===== src/rtl/irq_nest_ctrl_pkg.sv =====
// rtl/irq_nest_ctrl_pkg.sv - shared cause indices, default edge mask and FSM encodings
package irq_nest_ctrl_pkg;

  // Number of sources the default cause map describes
  localparam int IRQ_NUM_SRC = 8;

  // Cause index constants; lower index means higher priority
  localparam int CAUSE_ILLEGAL_INSTR = 0;
  localparam int CAUSE_ECALL         = 1;
  localparam int CAUSE_BREAK         = 2;
  localparam int CAUSE_OVERFLOW      = 3;
  localparam int CAUSE_TIMER         = 4;
  localparam int CAUSE_UART          = 5;
  localparam int CAUSE_GPIO          = 6;
  localparam int CAUSE_BUTTON        = IRQ_NUM_SRC - 1;

  // Exceptions are level sources, external peripherals are edge sources
  localparam logic [IRQ_NUM_SRC-1:0] IRQ_DEFAULT_EDGE_MASK = 8'hF0;

  // Request FSM encodings
  typedef logic [0:0] irq_state_t;
  localparam irq_state_t ST_IDLE = 1'b0;
  localparam irq_state_t ST_REQ  = 1'b1;

endpackage


===== src/rtl/irq_prio_enc.sv =====
// rtl/irq_prio_enc.sv - combinational lowest-index priority encoder
module irq_prio_enc
  import irq_nest_ctrl_pkg::*;
#(
  parameter int N = IRQ_NUM_SRC,
  parameter int W = $clog2(N)
) (
  input  logic [N-1:0] req,
  output logic         valid,
  output logic [W-1:0] index
);

  // Scan from the top down so the lowest set index is the last one written
  always_comb begin
    valid = 1'b0;
    index = '0;
    for (int i = N - 1; i >= 0; i--) begin
      if (req[i]) begin
        valid = 1'b1;
        index = W'(i);
      end
    end
  end

endmodule


===== src/rtl/irq_nest_ctrl.sv =====
// rtl/irq_nest_ctrl.sv - nested interrupt controller with locked request/ack handshake
module irq_nest_ctrl
  import irq_nest_ctrl_pkg::*;
#(
  parameter int                 NUM_SRC    = IRQ_NUM_SRC,
  parameter logic [NUM_SRC-1:0] EDGE_MASK  = IRQ_DEFAULT_EDGE_MASK,
  parameter int                 NEST_DEPTH = 2,
  parameter int                 CAUSE_W    = $clog2(NUM_SRC),
  parameter int                 LVL_W      = $clog2(NEST_DEPTH + 1)
) (
  input  logic               clk,
  input  logic               rst,
  input  logic [NUM_SRC-1:0] src,
  input  logic [NUM_SRC-1:0] int_mask,
  input  logic               status_ie,
  input  logic               int_ack,
  input  logic               int_ret,
  output logic               int_req,
  output logic [CAUSE_W-1:0] int_cause,
  output logic               exl,
  output logic [LVL_W-1:0]   nest_level,
  output logic [NUM_SRC-1:0] pending
);

  irq_state_t         state;
  logic [NUM_SRC-1:0] src_q;
  logic [NUM_SRC-1:0] set_vec;
  logic [NUM_SRC-1:0] clr_vec;
  logic [NUM_SRC-1:0] eligible;
  logic               win_valid;
  logic [CAUSE_W-1:0] win_idx;
  logic [CAUSE_W-1:0] tos;
  logic               win_ok;
  logic               do_push;
  logic               do_pop;
  logic [LVL_W-1:0]   lvl_nxt;
  logic [LVL_W-1:0]   push_idx;

  // Stack sized to the full counter range so nest_level indexes it directly
  logic [CAUSE_W-1:0] stack [2**LVL_W];

  assign set_vec  = (src & ~EDGE_MASK) | (src & ~src_q & EDGE_MASK);
  assign eligible = pending & int_mask;
  assign do_push  = (state == ST_REQ) && int_ack;
  assign do_pop   = int_ret && (nest_level != '0);
  assign tos      = stack[nest_level - LVL_W'(1)];

  irq_prio_enc #(
    .N (NUM_SRC),
    .W (CAUSE_W)
  ) u_prio_enc (
    .req   (eligible),
    .valid (win_valid),
    .index (win_idx)
  );

  // Winner may only be requested if it strictly outranks the handler in service
  always_comb begin
    win_ok = status_ie && win_valid && (nest_level < LVL_W'(NEST_DEPTH))
             && ((nest_level == '0) || (win_idx < tos));
  end

  // Ack clears exactly the pending bit of the cause that was accepted
  always_comb begin
    clr_vec = '0;
    if (do_push) begin
      clr_vec[int_cause] = 1'b1;
    end
  end

  // Pop happens before push, so a simultaneous ret+ack overwrites the top entry
  always_comb begin
    lvl_nxt  = nest_level;
    push_idx = nest_level;
    if (do_pop) begin
      lvl_nxt  = lvl_nxt - LVL_W'(1);
      push_idx = nest_level - LVL_W'(1);
    end
    if (do_push) begin
      lvl_nxt = lvl_nxt + LVL_W'(1);
    end
  end

  // Pending capture with set-over-clear priority and edge history
  always_ff @(posedge clk) begin
    if (rst) begin
      pending <= '0;
      src_q   <= '0;
    end else begin
      pending <= (pending & ~clr_vec) | set_vec;
      src_q   <= src;
    end
  end

  // Nesting counter, in-service flag and priority stack
  always_ff @(posedge clk) begin
    if (rst) begin
      nest_level <= '0;
      exl        <= 1'b0;
      for (int i = 0; i < 2**LVL_W; i++) begin
        stack[i] <= '0;
      end
    end else begin
      nest_level <= lvl_nxt;
      exl        <= (lvl_nxt != '0);
      if (do_push) begin
        stack[push_idx] <= int_cause;
      end
    end
  end

  // Request FSM: cause is frozen in REQ until ack or mask-driven withdraw
  always_ff @(posedge clk) begin
    if (rst) begin
      state     <= ST_IDLE;
      int_req   <= 1'b0;
      int_cause <= '0;
    end else begin
      case (state)
        ST_IDLE: begin
          if (win_ok) begin
            int_cause <= win_idx;
            int_req   <= 1'b1;
            state     <= ST_REQ;
          end
        end
        default: begin
          if (int_ack || !int_mask[int_cause]) begin
            int_req <= 1'b0;
            state   <= ST_IDLE;
          end
        end
      endcase
    end
  end

endmodule

===== config.mk =====
export PLATFORM = sky130hd
export DESIGN_NAME = irq_nest_ctrl
export DESIGN_NICKNAME = d
export VERILOG_FILES = /design/src/rtl/irq_nest_ctrl_pkg.sv /design/src/rtl/irq_prio_enc.sv /design/src/rtl/irq_nest_ctrl.sv
export SDC_FILE = /design/constraint.sdc
export NUM_CORES = 1
export LEC_CHECK = 0
export BUFFER_PORTS_ARGS = -buffer_cell sky130_fd_sc_hd__buf_2
export CAP_MARGIN = 0
export CELL_PAD_IN_SITES_DETAIL_PLACEMENT = 1
export CELL_PAD_IN_SITES_GLOBAL_PLACEMENT = 1
export CORE_MARGIN = 1
export CORE_UTILIZATION = 46
export CTS_BUF_LIST = sky130_fd_sc_hd__clkbuf_4 sky130_fd_sc_hd__clkbuf_8
export DETAILED_ROUTE_END_ITERATION = 10
export PLACE_DENSITY = 0.95
export RECOVER_POWER = 50
export SLEW_MARGIN = 0
export SYNTH_ARGS = -nofsm -noshare
export SYNTH_HDL_FRONTEND = slang
export SYNTH_SLANG_ARGS = --single-unit

===== constraint.sdc =====
create_clock -name clk -period 5.5 [get_ports clk]
set_input_delay 0.825 -clock clk [delete_from_list [all_inputs] [get_ports clk]]
set_output_delay 0.825 -clock clk [all_outputs]
set_load 0.03 [all_outputs]

==> impl_metrics.py <==
metrics = {
    "status": {
        "status": "finished, final reports clean",
    },
    "yosys": {
        "async_flop_share_pct": 0,
        "ys_seq_area_share_pct": 46.4,
        "syn_nets": 183,
        "synth_compound_area_share_pct": 15.9,
        "synth.area.top_cells": "dfxtp_1 (24%), edfxtp_1 (22%), a21oi_1 (4.3%)",
        "yosysWarnings": 0,
        "syn_avg_cell_area_um2": 10.3,
        "postSynthCellCount": 159,
        "synth.top_cell.area_share_pct": 24.4,
        "synth-main-ff-cell": "dfxtp_1",
        "syn_area_um2": 1640,
        "synth_top_family_by_area": "simple AND/OR/NAND/NOR gates",
        "synthMuxAreaShare_pct": 9.85,
        "synth_edf_count": 12,
        "synth_seq_cells": 32,
        "synth_top_area_cell": "dfxtp_1",
        "post_synth_xor_area_fraction_pct": 1.60,
        "synth.distinct_cells": 37,
        "synth_simple_gate_area_share_pct": 19.8,
        "synthAdderAreaFrac_pct": 2.29,
    },
    "cts": {
        "cts_tree": "built",
        "hold_buffers": 0,
        "cts_buffer_depth": 2,
        "cts_root_buffer": "clkbuf_4",
        "numCtsBuffers": 5,
        "clk_pin_slew_ps": 100,
        "worstSkewPairLatency_ps": 330,
        "cts_resized": 0,
        "cts_setup_buffers": 0,
        "clkSinkCount": 32,
        "htree_levels": 2,
    },
    "die": {
        "coreArea_um2": 3360,
        "initial_core_util_pct": 48.7,
        "io_pins": 36,
        "rows": 21,
        "dieArea_um2": 3810,
        "die-width_um": 61.7,
        "die_h_um": 61.7,
    },
    "finish": {
        "final_nets": 219,
        "diodes": 0,
        "final_cell_area_um2": 1890,
        "final_util_pct": 56.1,
        "area_growth_pct": 15.2,
        "drive_above_1_share_pct": 23.0,
    },
    "timing": {
        "holdWs_ps": 469,
        "period_minus_slack_ps": 2680,
        "setup_viol": 0,
        "tns_ps": 0,
        "grt_setup_unrepaired": "no",
        "slew_viol_final": 0,
        "fin_crit_sh_pct": 48.7,
        "finClkSkew_ps": 16.3,
        "hold_viol": 0,
        "slew_headroom_pct": 14.9,
        "fmax_ghz": 0.374,
        "worst_pin_slew_ps": 1280,
    },
    "pwr": {
        "p_total_uw": 770,
        "leakage_nw": 0.735,
        "irDropWorstVdd_v": 0.000180,
        "p_per_area_nw_per_um2": 408,
    },
    "run": {
        "cap_violations": 0,
    },
    "worst_setup_path": {
        "critPathArrivalTime_ps": 2920,
        "cp.required_ps": 5740,
        "startpoint_type": "input pin",
        "worstReg2RegStart": "nest_level[0]",
        "crit_start": "int_mask[5]",
        "crit_fanout": 3,
        "end_kind": "register",
        "critical_path_class": "input pin to register",
    },
    "route": {
        "viasPerCell": 5.59,
        "vias": 1352,
        "drtAntennaViolNets": 0,
        "route.detailed.drc": 0,
        "wl_per_cell_um": 17.6,
        "dr.first_iter.drc_count": 78,
        "wl_um": 4250,
        "dr.pass1.iters": 4,
    },
    "place": {
        "dp_hpwl_um": 3250,
        "io_buffers": 35,
        "dpl_cell_area_um2": 1830,
        "gp_congestion": 0.832,
    },
    "global_route": {
        "grt_pass1_vias": 1332,
        "track_usage_pct": 25.0,
        "antenna_found_initial": 0,
        "grt_pass1_wl_um": 6480,
        "globalRouteOverflowTotal": 0,
        "grt_max_degree": 31,
    },
    "min_path": {
        "hold_class": "register to register",
        "min_from": "int_req",
    },
}
==> flip-flops by register name (all words and copies together) (netlist names) <==
signal / cells
stack: 12
pending: 8
src_q: 4
int_cause: 3
nest_level: 2
exl: 1
int_req: 1
state: 1
==> cells in the final DEF, fill, tap and decap left out, drive strengths merged, types with 2 or more instances in the layout <==
master	count
buf	21
a32o	3
xnor2	3
ha	3
and2	10
nand2b	9
mux4	5
a21o	2
a21oi	15
inv	8
o21ai	8
mux2i	3
or3	2
or2b	4
nor2b	4
nor2	11
a22oi	5
or2	3
nor3	3
clkbuf	22
nand2	11
dfxtp	20
edfxtp	12
==> where the power goes <==
part / switching (mW) / total (mW) / internal (mW)
clock network: 0.0771 / 0.157 / 0.0801
registers: 0.0384 / 0.314 / 0.276
logic: 0.179 / 0.299 / 0.120
total: 0.295 / 0.770 / 0.476
==> critical path, cell delays in order <==
cell	delay, ps
buf_2	120
a22oi_1	330
nand2b_1	120
a21boi_0	290
ha_1	290
o21ai_0	210
a221o_1	210
o2111ai_2	160
a21o_2	230
a21oi_1	140
==> per-stage QoR <==
step,setup slack [ps],std cells
floorplan,2980,159
global placement,2750,234
detailed placement,2580,234
CTS,2820,242
global route,2610,242
finish,2820,242
==> kinds of logic (layout without fill, tap and decap cells) <==
kind of cell / after synthesis / in the layout
buffers and inverters: 14 / 51
adders and majority gates: 3 / 3
muxes: 9 / 9
and+or+nand+nor: 59 / 59
xor gates and xnor gates: 3 / 3
DFF: 32 / 32
AOI/OAI and AO/OA: 39 / 39
==> final timing paths <==
check	endpoint	depth (start not counted)	slack, ps
worst max-delay path	state	10	2820
worst min-delay path	int_req	2	470
worst max register to register	state	10	2840
worst min register to register	int_req	2	470
==> cell usage after synthesis, types with 2 or more instances <==
cell type,instances
and2_1,10
o21ai_0,8
inv_1,8
nand2b_1,9
a22oi_1,5
ha_1,3
nor3_1,2
edfxtp_1,12
nand2_1,11
a32o_1,3
xnor2_1,3
mux4_2,3
or3_1,2
or2b_2,4
nor2b_1,4
nor2_1,11
dfxtp_1,20
a21oi_1,14
buf_6,2
clkbuf_1,3
or2_2,3
mux2i_1,3
mux4_1,2
==> layer usage <==
| metal | global-route usage, % | wire, um | vias up |
|---|---|---|---|
| li1 | - | - | 643 |
| met1 | 30.7 | 1830 | 665 |
| met2 | 40.7 | 2140 | 38 |
| met3 | 7.25 | 201 | 6 |
| met4 | 11.7 | 74 | 0 |
| met5 | 0 | 0 | - |
==> layout make-up <==
type | count | area, um^2
Clock buffer | 8 | 72.6
Fill cell | 425 | 1480
Inverter | 8 | 30.0
Multi-Input combinational cell | 113 | 810
Sequential cell | 32 | 761
Tap cell | 46 | 57.6
Timing Repair Buffer | 35 | 158
(Power assumes the default switching activity.)
